`config.mk`:
```
export PLATFORM = sky130hd
export DESIGN_NAME = load_store_unit
export DESIGN_NICKNAME = d
export VERILOG_FILES = /design/src/rtl/load_store_unit.sv
export SDC_FILE = /design/constraint.sdc
export NUM_CORES = 1
export LEC_CHECK = 0
export CAP_MARGIN = 10
export CELL_PAD_IN_SITES_DETAIL_PLACEMENT = 1
export CELL_PAD_IN_SITES_GLOBAL_PLACEMENT = 2
export CORE_MARGIN = 2
export CORE_UTILIZATION = 21
export DETAILED_ROUTE_END_ITERATION = 16
export PLACE_DENSITY = 0.77
export SLEW_MARGIN = 20
export SYNTH_ARGS = -nofsm -noshare
export SYNTH_HDL_FRONTEND = slang
export SYNTH_SLANG_ARGS = --single-unit
```
`constraint.sdc`:
```
create_clock -name iClk -period 2.1 [get_ports iClk]
set_clock_uncertainty 0.2 [all_clocks]
set_input_delay 0.21 -clock iClk [delete_from_list [all_inputs] [get_ports iClk]]
set_output_delay 0.21 -clock iClk [all_outputs]
set_load 0.05 [all_outputs]
```
`src/rtl/load_store_unit.sv`:
```
// Load/store unit: turns one ALU memory operation into a single-outstanding
// data-memory request and returns aligned, extended load data as a writeback beat.
module load_store_unit #(
  parameter int cDataWidth    = 32,
  parameter int cAddrWidth    = 32,
  parameter int cRegAddrWidth = 5
) (
  input  logic                     iClk,
  input  logic                     iRst,
  input  logic                     iMemRead,
  input  logic                     iMemWrite,
  input  logic [cAddrWidth-1:0]    iAddr,
  input  logic [cDataWidth-1:0]    iData,
  input  logic [2:0]               iOpType,
  input  logic [cRegAddrWidth-1:0] iRdAddr,
  output logic                     oBusy,
  output logic                     oMemReq,
  output logic                     oMemWe,
  output logic [cAddrWidth-1:0]    oMemAddr,
  output logic [cDataWidth-1:0]    oMemWData,
  output logic [3:0]               oMemBe,
  input  logic                     iMemAck,
  input  logic [cDataWidth-1:0]    iMemRData,
  output logic                     oRegDv,
  output logic [cRegAddrWidth-1:0] oRegAddr,
  output logic [cDataWidth-1:0]    oRegData,
  output logic                     oFault
);

  typedef enum logic [1:0] {
    IDLE   = 2'd0,
    ACCESS = 2'd1,
    RESP   = 2'd2
  } state_t;

  localparam logic [2:0] OP_B  = 3'b000;
  localparam logic [2:0] OP_H  = 3'b001;
  localparam logic [2:0] OP_W  = 3'b010;
  localparam logic [2:0] OP_BU = 3'b100;
  localparam logic [2:0] OP_HU = 3'b101;

  state_t                   state_q;
  logic                     is_store_q;
  logic [2:0]               op_q;
  logic [1:0]               lane_q;
  logic [cRegAddrWidth-1:0] rd_q;

  logic                     busy_q;
  logic                     mem_req_q;
  logic                     mem_we_q;
  logic [cAddrWidth-1:0]    mem_addr_q;
  logic [cDataWidth-1:0]    mem_wdata_q;
  logic [3:0]               mem_be_q;
  logic                     reg_dv_q;
  logic [cRegAddrWidth-1:0] reg_addr_q;
  logic [cDataWidth-1:0]    reg_data_q;
  logic                     fault_q;

  logic                     req_d;
  logic                     fault_d;
  logic [3:0]               be_d;
  logic [cDataWidth-1:0]    wdata_d;
  logic [7:0]               byte_d;
  logic [15:0]              half_d;
  logic [cDataWidth-1:0]    load_d;

  assign req_d = iMemRead | iMemWrite;

  // Fault check: a store wins over a load when both strobes are high.
  always_comb begin
    fault_d = 1'b0;
    if (iMemWrite) begin
      if (iOpType != OP_B && iOpType != OP_H && iOpType != OP_W)
        fault_d = 1'b1;
    end else begin
      if (iOpType == 3'b011 || iOpType == 3'b110 || iOpType == 3'b111)
        fault_d = 1'b1;
    end
    if ((iOpType == OP_H || iOpType == OP_HU) && iAddr[0])
      fault_d = 1'b1;
    if (iOpType == OP_W && iAddr[1:0] != 2'b00)
      fault_d = 1'b1;
  end

  // Store lane enables and lane-replicated write data.
  always_comb begin
    be_d    = 4'b1111;
    wdata_d = iData;
    case (iOpType)
      OP_B: begin
        be_d    = 4'b0001 << iAddr[1:0];
        wdata_d = {4{iData[7:0]}};
      end
      OP_H: begin
        be_d    = iAddr[1] ? 4'b1100 : 4'b0011;
        wdata_d = {2{iData[15:0]}};
      end
      default: begin
        be_d    = 4'b1111;
        wdata_d = iData;
      end
    endcase
  end

  // Load extraction from the returned word using the latched lane and opType.
  always_comb begin
    byte_d = iMemRData[7:0];
    case (lane_q)
      2'd0:    byte_d = iMemRData[7:0];
      2'd1:    byte_d = iMemRData[15:8];
      2'd2:    byte_d = iMemRData[23:16];
      default: byte_d = iMemRData[31:24];
    endcase
    half_d = lane_q[1] ? iMemRData[31:16] : iMemRData[15:0];
    case (op_q)
      OP_B:    load_d = {{24{byte_d[7]}}, byte_d};
      OP_H:    load_d = {{16{half_d[15]}}, half_d};
      OP_BU:   load_d = {24'd0, byte_d};
      OP_HU:   load_d = {16'd0, half_d};
      default: load_d = iMemRData;
    endcase
  end

  always_ff @(posedge iClk) begin
    if (iRst) begin
      state_q     <= IDLE;
      is_store_q  <= 1'b0;
      op_q        <= 3'd0;
      lane_q      <= 2'd0;
      rd_q        <= '0;
      busy_q      <= 1'b0;
      mem_req_q   <= 1'b0;
      mem_we_q    <= 1'b0;
      mem_addr_q  <= '0;
      mem_wdata_q <= '0;
      mem_be_q    <= 4'd0;
      reg_dv_q    <= 1'b0;
      reg_addr_q  <= '0;
      reg_data_q  <= '0;
      fault_q     <= 1'b0;
    end else begin
      fault_q  <= 1'b0;
      reg_dv_q <= 1'b0;
      case (state_q)
        IDLE: begin
          if (req_d) begin
            if (fault_d) begin
              fault_q <= 1'b1;
            end else begin
              is_store_q  <= iMemWrite;
              op_q        <= iOpType;
              lane_q      <= iAddr[1:0];
              rd_q        <= iRdAddr;
              busy_q      <= 1'b1;
              mem_req_q   <= 1'b1;
              mem_we_q    <= iMemWrite;
              mem_addr_q  <= {iAddr[cAddrWidth-1:2], 2'b00};
              mem_wdata_q <= iMemWrite ? wdata_d : '0;
              mem_be_q    <= iMemWrite ? be_d : 4'b1111;
              state_q     <= ACCESS;
            end
          end
        end
        ACCESS: begin
          if (iMemAck) begin
            mem_req_q <= 1'b0;
            if (is_store_q) begin
              busy_q  <= 1'b0;
              state_q <= IDLE;
            end else begin
              // rd = 0 still completes the read but produces no writeback.
              reg_dv_q   <= (rd_q != '0);
              reg_addr_q <= rd_q;
              reg_data_q <= load_d;
              state_q    <= RESP;
            end
          end
        end
        RESP: begin
          busy_q  <= 1'b0;
          state_q <= IDLE;
        end
        default: begin
          busy_q    <= 1'b0;
          mem_req_q <= 1'b0;
          state_q   <= IDLE;
        end
      endcase
    end
  end

  assign oBusy     = busy_q;
  assign oMemReq   = mem_req_q;
  assign oMemWe    = mem_we_q;
  assign oMemAddr  = mem_addr_q;
  assign oMemWData = mem_wdata_q;
  assign oMemBe    = mem_be_q;
  assign oRegDv    = reg_dv_q;
  assign oRegAddr  = reg_addr_q;
  assign oRegData  = reg_data_q;
  assign oFault    = fault_q;

endmodule
```
# Yosys cells after proc, flatten, opt, wreduce, memory -nomap -nowiden
# Index checks and enable logic that the tools add are counted.
# classes
n_eq_ne	19
shifts	1
n_mux	26
bitwise_logic	8
n_reduce_logical	21
# ops
cell	n
case mux 32 bit (4 select lines)	1
case mux 32 bit (2 select lines)	1
two-way mux 32 bit	1
case mux 8 bit (3 select lines)	1
two-way mux 16 bit	1
equality test 3 bit, second input constant	5
two-way mux 1 bit	11
AND reduction 3 bit	3
two-way mux 2 bit	4
two-way mux 4 bit	2
inequality test 2 bit, second input constant	4
case mux 4 bit (2 select lines)	1
AND reduction 4 bit	2
inverter 1 bit	7
equality test 3 x 1 -> 1 bit, second input constant	2
equality test 3 x 2 -> 1 bit, second input constant	2
logical NOT 3 bit	2
nonzero test 5 bit	1
equality test 2 x 1 -> 1 bit, second input constant	2
equality test 2 bit, second input constant	2
logical AND 1 bit	4
logical NOT 2 bit	2
case mux 2 bit (2 select lines)	1
OR reduction 4 bit	1
10 further kinds	12
# totals
regBits	120
elab_cells	89

# Depth between registers and ports, before layout
# logic_depth
ltp_word	10
mapped_depth	7
ltp_nobuf	4

# Least setup slack after synthesis
# OpenSTA, ideal clock, no wires.
# synth_timing
kind	register -> register
start	register lane_q[1]
end	register reg_data_q[24], in the netlist oRegData[24]
setup_time_ps	135
arrival_ps	1655
path_slack_ps	109
stages_incl_launch_ff	7
path_buffers	2
synth_period_minus_slack_ps	1991
path_cell_list	dfxtp_1 -> buf_2 -> mux4_2 -> or2_1 -> a21oi_4 -> buf_6 -> a22oi_1
# synth_between
elab_chain_len	3
word_cells_on_any_way	6
# synth_rtl
item	line_no	rtl
start, declared	45	logic [1:0] lane_q;
start signal, assigned	152	lane_q <= iAddr[1:0];
equality test 2 bit (tied with other cells)	108	case (lane_q)
case mux 8 bit (3 select lines)	108	
case mux 32 bit (4 select lines) *	115	case (op_q)
end signal, assigned	174	reg_data_q <= load_d;
end, declared	56	logic [cDataWidth-1:0] reg_data_q;
# Mark *: on every way between the ends. The rest lies on a longest branch, timed or not.
# A chain may end at the register's enable or synchronous reset.

# Final worst setup path
# layout_timing
start	register mem_addr_q[10], in the netlist oMemAddr[10]
end	output port oMemAddr[10]
# layout_lines
item	line_no	rtl
start, declared	51	logic [cAddrWidth-1:0] mem_addr_q;
start signal, assigned	157	mem_addr_q <= {iAddr[cAddrWidth-1:2], 2'b00};
end, declared	19	output logic [cAddrWidth-1:0] oMemAddr,
# No word-level cell between the ends.

==> impl_metrics.tcl <==
set metrics [dict create \
    path_buf_inv 1 \
    rows 56 \
    initial_core_util_pct 21.56 \
    core-area_um2 23610 \
    grt_pass1_wl_um 31120 \
    required_ns 1.69 \
    grt-ovfl-total 0 \
    rsz0062_at_grt "false" \
    post-dp-hpwl_um 14250 \
    r2r_start "lane_q[1]" \
    final_common_cell "clkdlybuf4s50_1" \
    seq_area_frac_synth_pct 47.20 \
    worstSetupPathType "flop to primary output" \
    relSlewSlack_pct 55.04 \
    grt_pass1_vias 5508 \
    timing.final.ws_setup_ns 0.07311 \
    ant_nets 0 \
    drv_slew 0 \
    ys_warn_count 0 \
    tritoncts "done" \
    layout-drive-gt1-share_pct 14.40 \
    cts_root_buf "clkbuf_16" \
    reg2reg_setup_slack_ns 0.22 \
    ios 219 \
    seqCellArea_um2 2402 \
    path_delay_family "buffers and inverters" \
    nFillCells 2766 \
    fmax_ghz 0.4934 \
    setup_viol 0 \
    crit_fanout 2 \
    powerDensity_nw_per_um2 803.3 \
    dp.cells 1133 \
    synth-adder-area-share_pct 0 \
    synth_mux_area_share_pct 5.531 \
    startpoint "oMemAddr[10]" \
    cts_buffers 17 \
    worstSkewPairLatency_ns 0.42 \
    final_cell_mix "clkdlybuf4s50_1, nand2_1, dfxtp_1" \
    yosys.cell_types.count 44 \
    hold_violations 0 \
    cap_violations 0 \
    clk_pin_slew_ns 0.07 \
    htree_levels 4 \
    wl_um 19830 \
    finish.utilization_pct 35.57 \
    vias 5234 \
    worstPathArrival_ns 1.62 \
    pre_cts_slack_ns -0.1457 \
    status "complete, no violations" \
    min_period_over_period_pct 96.52 \
    ys_ff_latch 120 \
    synth_compound_gate_area_share_pct 19.47 \
    routed_via_density 4.485 \
    cts_buffer_depth 2 \
    slowest_delay_ns 0.85 \
    drtIter0Drc 173 \
    wl_per_cell_um 16.99 \
    placed_area_um2 7811 \
    finalSetupTns_ns 0 \
    fp.dieH_um 159.7 \
    crit_chain "clkdlybuf4s50_1" \
    drc 0 \
    synth_xor_xnor_area_share_pct 0 \
    netlist_instances 612 \
    fin_crit_ns 2.027 \
    hold_start "iAddr[21]" \
    multi_input_area_um2 2486 \
    worst_setup_path_start_kind "flop" \
    track_usage_pct 15.55 \
    peakVddDrop_mv 0.3725 \
    yosys_most_used_dff "dfxtp_1" \
    synth-edff-count 0 \
    synthArstFlopShare_pct 0 \
    area_growth_pct 65.02 \
    p_leak_nw 3.091 \
    antenna_found_initial 1 \
    final_area_um2 8399 \
    finalNetCount 943 \
    hold_path_class "input pin to flop" \
    dr.pass1.iters 4 \
    syn_area_per_cell_um2 8.317 \
    portBuffers 216 \
    clock-sinks 120 \
    fp.dieW_um 159.7 \
    cp_slowest_cell "clkdlybuf4s50_1" \
    worst_pin_slew_ns 0.6699 \
    synth-simple-area-share_pct 23.21 \
    crit_path_end_kind "primary output" \
    synth_top_family_by_area "simple AND/OR/NAND/NOR gates" \
    syn_area_um2 5090 \
    place_congestion 0.7576 \
    fin_cells 1167 \
    dieArea_um2 25500 \
    grt_max_degree 56 \
]
[cell families (layout without fill, tap and decap cells)]
group,count (synthesis),count (layout)
AND/OR/NAND/NOR,261,261
flip-flops,120,120
buffers and inverters,54,288
other,1,3
multiplexers,25,25
AO/OA/AOI/OAI,151,151
[power by group]
part	switching [mW]	internal, mW	leakage (nW)
combinational	0.814	0.582	1.83
sequential	0.0746	2.40	0.977
clock	1.22	1.66	0.280
total	2.10	4.64	3.09
[final cells by class]
| cell class | count | area share (%) |
|---|---|---|
| tap | 319 | 4.752 |
| sequential | 120 | 28.60 |
| clock buffer | 18 | 5.109 |
| timing repair buffer | 253 | 30.11 |
| multi-input combinational | 439 | 29.60 |
| inverter | 3 | 0.1341 |
| clock inverter | 14 | 1.668 |
| antenna | 1 | 0.02979 |
[through the flow]
stage                     total power [mW]  hold WS (ns)
after floorplan                      3.280        0.1460
after CTS                            6.858        0.1074
after detailed placement             3.931        0.2457
final                                6.747        0.1285
after global routing                 7.042        0.1325
after global placement               3.920        0.2373
[sequential cells by signal (all words and copies together) (netlist names)]
| name | cells |
|---|---|
| oMemAddr | 30 |
| state_q | 2 |
| rd_q | 5 |
| oRegDv | 1 |
| oBusy | 1 |
| oMemWData | 32 |
| oRegData | 32 |
| oRegAddr | 5 |
| oFault | 1 |
| oMemBe | 4 |
| lane_q | 2 |
| oMemWe | 1 |
| op_q | 3 |
| oMemReq | 1 |
[synth_stat cells (2+ instances only)]
cell | instances | share of area, %
nand2_1 | 147 | 11
dfxtp_1 | 120 | 47
a21oi_1 | 73 | 7.2
clkbuf_1 | 36 | 2.7
nor2_1 | 28 | 2.1
nand2b_1 | 20 | 2.5
a22o_1 | 16 | 2.8
a22oi_1 | 16 | 2.4
nand3_1 | 16 | 1.6
nor3_1 | 16 | 1.6
or2_2 | 16 | 2.0
mux2_2 | 15 | 3.3
a211oi_1 | 11 | 1.6
buf_2 | 10 | 0.98
o21ai_0 | 10 | 0.98
mux2i_1 | 9 | 1.8
nand3b_1 | 9 | 1.3
a31oi_1 | 7 | 0.86
o221a_2 | 7 | 1.5
inv_1 | 3 | 0.22
buf_1 | 2 | 0.15
buf_4 | 2 | 0.29
nor2b_1 | 2 | 0.25
[path summary, 6_finish.rpt]
| check | to | cells after the start |
|---|---|---|
| worst max-delay path | oMemAddr[10] | 1 |
| worst min-delay path | oMemAddr[21] | 3 |
| worst max register to register | oRegData[19] | 6 |
| worst min register to register | oMemWData[17] | 2 |
[metal layers]
layer	global-route usage [%]	share of wire [%]	vias up	wire [um]
met5	0	0.066	-	13
met4	5.000	1.5	2	293
met3	7.688	10	22	1979
met2	24.10	44	183	8803
met1	18.82	44	2460	8742
li1	-	-	2567	-
[timing repair]
action | CTS | global route
hold buffers | 1 | 0
resized for setup | 1 | 2
setup endpoints to repair | 1 | 5
setup buffers | 0 | 0
endpoints found under the hold margin | 4 | 0
Note: power is estimated with default switching activity, not from simulation.
